--- src/rtl/multi_debounce.sv ---
// multi_debounce: N-channel input debouncer.
// Each channel has a 2-FF synchroniser, a saturating up/down integrator
// (optionally tick-gated), a hysteresis level output and one-cycle rise/fall
// pulses.
// Optional feature macro: DEBOUNCE_EVT_LATCH_EN (sticky press flags on evt).
module multi_debounce #(
  parameter int unsigned N_CH  = 4,
  parameter int unsigned CNT_W = 20,
  parameter int unsigned STEP  = 1,
  parameter int unsigned TH_HI = 2**(CNT_W-1),
  parameter int unsigned TH_LO = 2**(CNT_W-2)
) (
  input  logic            clk,
  input  logic            rst_n,
  input  logic            tick,
  input  logic [N_CH-1:0] din,
  output logic [N_CH-1:0] level,
  output logic [N_CH-1:0] rise,
  output logic [N_CH-1:0] fall,
  output logic [N_CH-1:0] evt,
  input  logic [N_CH-1:0] evt_clr
);

  localparam logic [CNT_W:0]   CNT_MAX_X = {1'b0, {CNT_W{1'b1}}};
  localparam logic [CNT_W:0]   STEP_X    = (CNT_W+1)'(STEP);
  localparam logic [CNT_W-1:0] TH_HI_C   = CNT_W'(TH_HI);
  localparam logic [CNT_W-1:0] TH_LO_C   = CNT_W'(TH_LO);

  logic [N_CH-1:0] ff1;
  logic [N_CH-1:0] ff2;

  // Two-stage synchroniser for all raw inputs, free-running (not tick-gated)
  always_ff @(posedge clk or negedge rst_n) begin
    if (!rst_n) begin
      ff1 <= '0;
      ff2 <= '0;
    end else begin
      ff1 <= din;
      ff2 <= ff1;
    end
  end

  for (genvar i = 0; i < N_CH; i++) begin : g_ch
    logic [CNT_W-1:0] cnt;
    logic [CNT_W-1:0] cnt_next;
    logic [CNT_W:0]   sum;
    logic [CNT_W:0]   dif;
    logic             lvl;
    logic             lvl_next;
    logic             rs;
    logic             fl;

    // Integrator next value: widened add/subtract, then clamp to [0, CNT_MAX]
    always_comb begin
      sum      = {1'b0, cnt} + STEP_X;
      dif      = {1'b0, cnt} - STEP_X;
      cnt_next = cnt;
      if (tick) begin
        if (ff2[i]) begin
          cnt_next = (sum > CNT_MAX_X) ? CNT_MAX_X[CNT_W-1:0] : sum[CNT_W-1:0];
        end else begin
          // a set top bit means the subtraction borrowed (cnt < STEP)
          cnt_next = dif[CNT_W] ? '0 : dif[CNT_W-1:0];
        end
      end
    end

    // Hysteresis: set at or above TH_HI, clear at or below TH_LO, else hold
    always_comb begin
      lvl_next = lvl;
      if (cnt >= TH_HI_C) begin
        lvl_next = 1'b1;
      end else if (cnt <= TH_LO_C) begin
        lvl_next = 1'b0;
      end
    end

    // Channel state: counter, level and edge pulses aligned with level change
    always_ff @(posedge clk or negedge rst_n) begin
      if (!rst_n) begin
        cnt <= '0;
        lvl <= 1'b0;
        rs  <= 1'b0;
        fl  <= 1'b0;
      end else begin
        cnt <= cnt_next;
        lvl <= lvl_next;
        rs  <= lvl_next & ~lvl;
        fl  <= ~lvl_next & lvl;
      end
    end

    assign level[i] = lvl;
    assign rise[i]  = rs;
    assign fall[i]  = fl;

`ifdef DEBOUNCE_EVT_LATCH_EN
    logic ev;

    // Sticky press flag: set by a rise pulse, cleared by evt_clr; set wins
    always_ff @(posedge clk or negedge rst_n) begin
      if (!rst_n) begin
        ev <= 1'b0;
      end else if (rs) begin
        ev <= 1'b1;
      end else if (evt_clr[i]) begin
        ev <= 1'b0;
      end
    end

    assign evt[i] = ev;
`else
    assign evt[i] = 1'b0;
`endif
  end

`ifndef DEBOUNCE_EVT_LATCH_EN
  logic unused_evt_clr;
  assign unused_evt_clr = ^evt_clr;
`endif

endmodule
--- config.mk ---
export PLATFORM = sky130hd
export DESIGN_NAME = multi_debounce
export DESIGN_NICKNAME = d
export VERILOG_FILES = /design/src/rtl/multi_debounce.sv
export SDC_FILE = /design/constraint.sdc
export NUM_CORES = 1
export LEC_CHECK = 0
export ABC_AREA = 1
export CAP_MARGIN = 20
export CORE_ASPECT_RATIO = 1.5
export CORE_MARGIN = 5
export CORE_UTILIZATION = 46
export DETAILED_ROUTE_END_ITERATION = 12
export PLACE_DENSITY = 0.71
export SYNTH_ARGS = -nofsm -noshare
export SYNTH_HDL_FRONTEND = slang
export SYNTH_SLANG_ARGS = --single-unit
--- constraint.sdc ---
create_clock -name clk -period 2.3 [get_ports clk]
set_input_delay 0.46 -clock clk [delete_from_list [all_inputs] [get_ports clk]]
set_output_delay 0.46 -clock clk [all_outputs]
set_load 0.05 [all_outputs]
=== Word-level counts from Yosys, hierarchy flattened ===
Index checks and enable logic that the tools add are counted.

* Logic and storage cells: 74
* Flip-flop bits (word level): 100
* Output and inout port bits: 16
* Bits of input ports: 11

* Magnitude comparators: 12
* Mux-type cells: 20
* Bitwise gates (word level): 16
* Add/sub/neg operators: 8

{| class="wikitable"
|+ Operators with widths
! operator !! number
|-
| 2-to-1 mux 20 bit || 12
|-
| adder 20 x 1 -> 21 bit, second input constant || 4
|-
| > comparator 21 x 20 -> 1 bit, second input constant || 4
|-
| subtractor 20 x 1 -> 21 bit, second input constant || 4
|-
| greater-or-equal comparator 20 bit, second input constant || 4
|-
| less-or-equal comparator 20 x 19 -> 1 bit, second input constant || 4
|-
| AND 1 bit || 8
|-
| 2-to-1 mux 1 bit || 8
|-
| NOT 1 bit || 8
|}

=== Longest topological paths before layout ===
* Depth after elaboration: 5
* Depth in mapped cells: 18

=== Worst setup path after synthesis ===
Ideal clock, no wire load.

* Kind: register to register
* From: register g_ch[1].cnt[0]
* To: register g_ch[1].cnt[11]
* Path buffers: 1
* Setup slack: 0.246 ns
* Arrival: 1.933 ns
* Data required time: 2.178 ns
* Setup time: 0.122 ns
* Cell stages (with the launch flop): 13
* Path through: dfrtp_1 > inv_2 > ha_1 > inv_1 > nor2_1 > inv_1 > nor3_2 > nand2_1 > nand2_1 > inv_1 > clkbuf_1 > a21oi_1 > a21oi_2

* Cells in the longest elaborated chain, start to end: 4
* Elaborated cells on any way between the ends: 6
* Those cells by class: 2 x add/sub; 1 x order compare; 3 x mux

{| class="wikitable"
|+ Ends and longest elaborated chain
! item !! line !! text
|-
| start, declared || 44 || <nowiki>logic [CNT_W-1:0] cnt;</nowiki>
|-
| start signal, assigned || 86 || <nowiki>cnt <= cnt_next;</nowiki>
|-
| adder 20 x 1 -> 21 bit || 55 || <nowiki>sum = {1'b0, cnt} + STEP_X;</nowiki>
|-
| > comparator 21 x 20 -> 1 bit || 60 || <nowiki>cnt_next = (sum > CNT_MAX_X) ? CNT_MAX_X[CNT_W-1:0] : sum[CNT_W-1:0];</nowiki>
|-
| 2-to-1 mux 20 bit || 60 ||
|-
| 2-to-1 mux 20 bit * || 59 || <nowiki>if (ff2[i]) begin</nowiki>
|}

Every way passes the cells marked *; elsewhere a longest branch is shown, timed or not.
A chain may end at the register's enable or synchronous reset.

=== Worst setup path after layout ===
* From: register g_ch[1].cnt[0]
* To: register g_ch[1].cnt[0]

The elaborated chain is that of the path after synthesis.

==> results.json <==
{
  "status": "finished, violations left",
  "violations": "negative setup slack",
  "crit_type": "flip-flop to flip-flop",
  "postCtsHoldBufs": 0,
  "clk_path_buf_depth": 2,
  "p_sw_w": 0.00355,
  "synthTopCellsByArea": "dfrtp_1 26%, nand2_1 13%, nor2_1 11%, inv_1 7.0%, xor2_1 6.3%",
  "syn_inst": 1519,
  "fin_skew_ns": 0.00880,
  "root_buffer": "clkbuf_16",
  "cts-htree-levels": 3,
  "wire_per_inst_um": 16.2,
  "max_slew_margin_pct": 60.7,
  "start_util_pct": 46.7,
  "crit_path_cell_trace": "ha_4 -> nand2_1 -> inv_1 -> nor2_2 -> nand3_2 -> buf_4 -> nor2_2 -> nand2_1 -> nand3_1 -> nor2_1 -> nand2_2 -> clkbuf_16 -> nand2_1 -> nand2_1 -> nand2_1 -> nand2_1 -> nand2_1",
  "antenna_found_initial": 0,
  "layout_common_cells": "319 x nand2_1, 241 x nor2_1, 167 x inv_1",
  "postSynthAreaPerCell_um2": 6.25,
  "core_um2": 20300,
  "grtUsageMet3_pct": 2.58,
  "die_h_um": 186,
  "power_per_cell_area_nw_per_um2": 668,
  "total_power_w": 0.00795,
  "vias": 10400,
  "ant_nets": 0,
  "synthesis.area_um2": 9500,
  "hold_viol_final": 0,
  "cts_tree": "built",
  "cpPeakStageDelay_ns": 0.46,
  "syn2layout_area_growth_pct": 25.4,
  "ys_ff_latch": 100,
  "period_share_pct": 105,
  "placementRows": 64,
  "slowest_stage": "dfrtp_2",
  "worst_setup_path_end_kind": "flip-flop",
  "drt_wl_total_mm": 30.7,
  "grt_max_degree": 104,
  "synth-edff-count": 0,
  "p_int_w": 0.00440,
  "cp.required_ns": 2.55,
  "fmax_ghz": 0.416,
  "synth_area_leader_cell": "dfrtp_1",
  "timing.hold.ws_ns": 0.169,
  "fin_area_um2": 11900,
  "setup_ws_ns": -0.105,
  "grt.total_usage_pct": 24.4,
  "grt_pass1_vias": 9750,
  "numCtsBuffers": 9,
  "nNetsFinal": 1650,
  "grt_use_met2_pct": 46.2,
  "clkSinkCount": 100,
  "portBuffers": 18,
  "yosysWarnings": 0,
  "seqPwrFrac_pct": 32.0,
  "clk_pin_slew_worst_paths_ns": 0.07,
  "fp.dieArea_um2": 23700,
  "synth_top_cell_area_share_pct": 26.4,
  "met1_usage_pct": 26.3,
  "clkLatencyLatePin_ns": 0.35,
  "final_layout_size_suffix_gt1_share_pct": 24.8,
  "drt_iter0_drc": 616,
  "crit_top_cell": "nand2_1",
  "rsz0062_at_grt": "yes",
  "insertedDiodeCount": 0,
  "min-delay-path-class": "input port to asynchronous set/reset pin",
  "dp_hpwl_mm": 21.2,
  "routed_via_density": 5.47,
  "final_util_pct": 58.5,
  "busiest_layer": "met2",
  "worstPathMaxFanout": 5,
  "arrival_ns": 2.65,
  "combPwrFrac_pct": 48.8,
  "place.gp.congestion": 0.958,
  "timing.final.crit_period_ns": 2.40,
  "grt-ovfl-total": 0,
  "synth_ff_type": "dfrtp_1",
  "maxSlewViolCount": 0,
  "placed_area_um2": 10500,
  "preCtsSetupSlack_ns": -0.0283,
  "clockPowerShare_pct": 19.2,
  "sw_frac_of_total_pct": 44.6,
  "die_w_um": 127,
  "setup_violations": 13,
  "layout_commonest_cell": "nand2_1",
  "irDropWorstVdd_uv": 390,
  "ff2ff_path_depth": 17,
  "nFillCells": 1948,
  "ys_types": 47,
  "start_kind": "flip-flop",
  "worst_slew_pin_slew_ns": 0.590,
  "drc": 0,
  "synth_seq_area_share_pct": 26.4,
  "grt_pass1_wl_mm": 46.8,
  "firstDrtPassIters": 7,
  "p_leak_nw": 5.67,
  "num_io_pins": 27,
  "cap_violations": 0,
  "synthArstFlopShare_pct": 100
}
-- state kept, by name, indices dropped and copies added, names as in the netlist --
register  cells
g_ch.lvl      4
g_ch.rs       4
g_ch.fl       4
g_ch.cnt     80
ff2           4
ff1           4
-- worst paths after layout --
kind | from | to | slack [ns]
max reg2reg | g_ch[1].cnt[0]$_DFFE_PN0P_ | g_ch[1].cnt[0]$_DFFE_PN0P_ | -0.10
min reg2reg | ff1[2]$_DFF_PN0_ | ff2[2]$_DFF_PN0_ | 0.35
max | g_ch[1].cnt[0]$_DFFE_PN0P_ | g_ch[1].cnt[0]$_DFFE_PN0P_ | -0.10
max in group asynchronous | rst_n | g_ch[3].cnt[2]$_DFFE_PN0P_ | 1.64
min | rst_n | g_ch[0].cnt[4]$_DFFE_PN0P_ | 0.17
min in group clk | ff1[2]$_DFF_PN0_ | ff2[2]$_DFF_PN0_ | 0.35
-- cell usage after synthesis (25+ instances only) --
library cell / number
nand2_1: 340
nor2_1: 266
inv_1: 177
nand3_1: 110
dfrtp_1: 100
a21oi_1: 97
xor2_1: 68
o21ai_0: 43
buf_2: 37
nand4_1: 32
nor3_1: 27
clkbuf_1: 26
buf_4: 25
-- kinds of logic (layout without fill, tap and decap cells) --
| group | after synthesis | after routing | synth area share (%) |
|---|---|---|---|
| AND/OR/NAND/NOR | 837 | 838 | 38.4 |
| buffers and inverters | 283 | 388 | 13.1 |
| flip-flops | 100 | 100 | 26.4 |
| adder cells (fa/ha/maj) | 16 | 16 | 2.11 |
| AO/OA/AOI/OAI | 203 | 203 | 12.6 |
| XOR/XNOR | 79 | 79 | 7.36 |
| other | 1 | 4 | 0.0395 |
-- routing by layer --
metal,part of all wire [%],up-vias,wire [µm]
li1,-,5037,-
met1,37,4860,11400
met2,53,326,16200
met3,3.7,134,1140
met4,6.4,0,1960
met5,0,-,0
-- critical path, delay by kind of cell (launching register included) --
family	cells	cell delay (ns)
buffers and inverters	3	0.43
AND/OR/NAND/NOR	13	1.20
flip-flops	1	0.46
adder cells (fa/ha/maj)	1	0.20
-- cell type report --
type	instances	area, µm²	share of cell area, %
clock inverter	6	48.8	0.410
clock buffer	10	239	2.01
timing repair buffer	185	1570	13.2
multi-input combinational	1140	6460	54.3
sequential	100	2520	21.2
inverter	187	731	6.14
tap	264	330	2.77
-- metrics by stage --
stage	instances	setup TNS, ns
2_1_floorplan	1522	0
3_3_place_gp	1834	-0.0120
3_5_place_dp	1834	-0.0394
4_1_cts	1850	0
5_1_grt	1892	-4.28
6_report	1892	-0.436
-- repair_timing --
action / CTS / global route
gates resized for setup: 7 / 210
cloned: 0 / 6
buffers inserted: 0 / 36
endpoints found under the setup margin: 19 / 78
pin swaps: 1 / 66
-- power groups by stage --
stage / combinational, W / sequential [W] / clock (W)
after floorplan: 0.00253 / 0.00225 / 0
after global placement: 0.00321 / 0.00251 / 0
after detailed placement: 0.00325 / 0.00252 / 0
after CTS: 0.00328 / 0.00249 / 0.00157
after global routing: 0.00428 / 0.00259 / 0.00164
final: 0.00388 / 0.00254 / 0.00152
(Power assumes the default switching activity.)
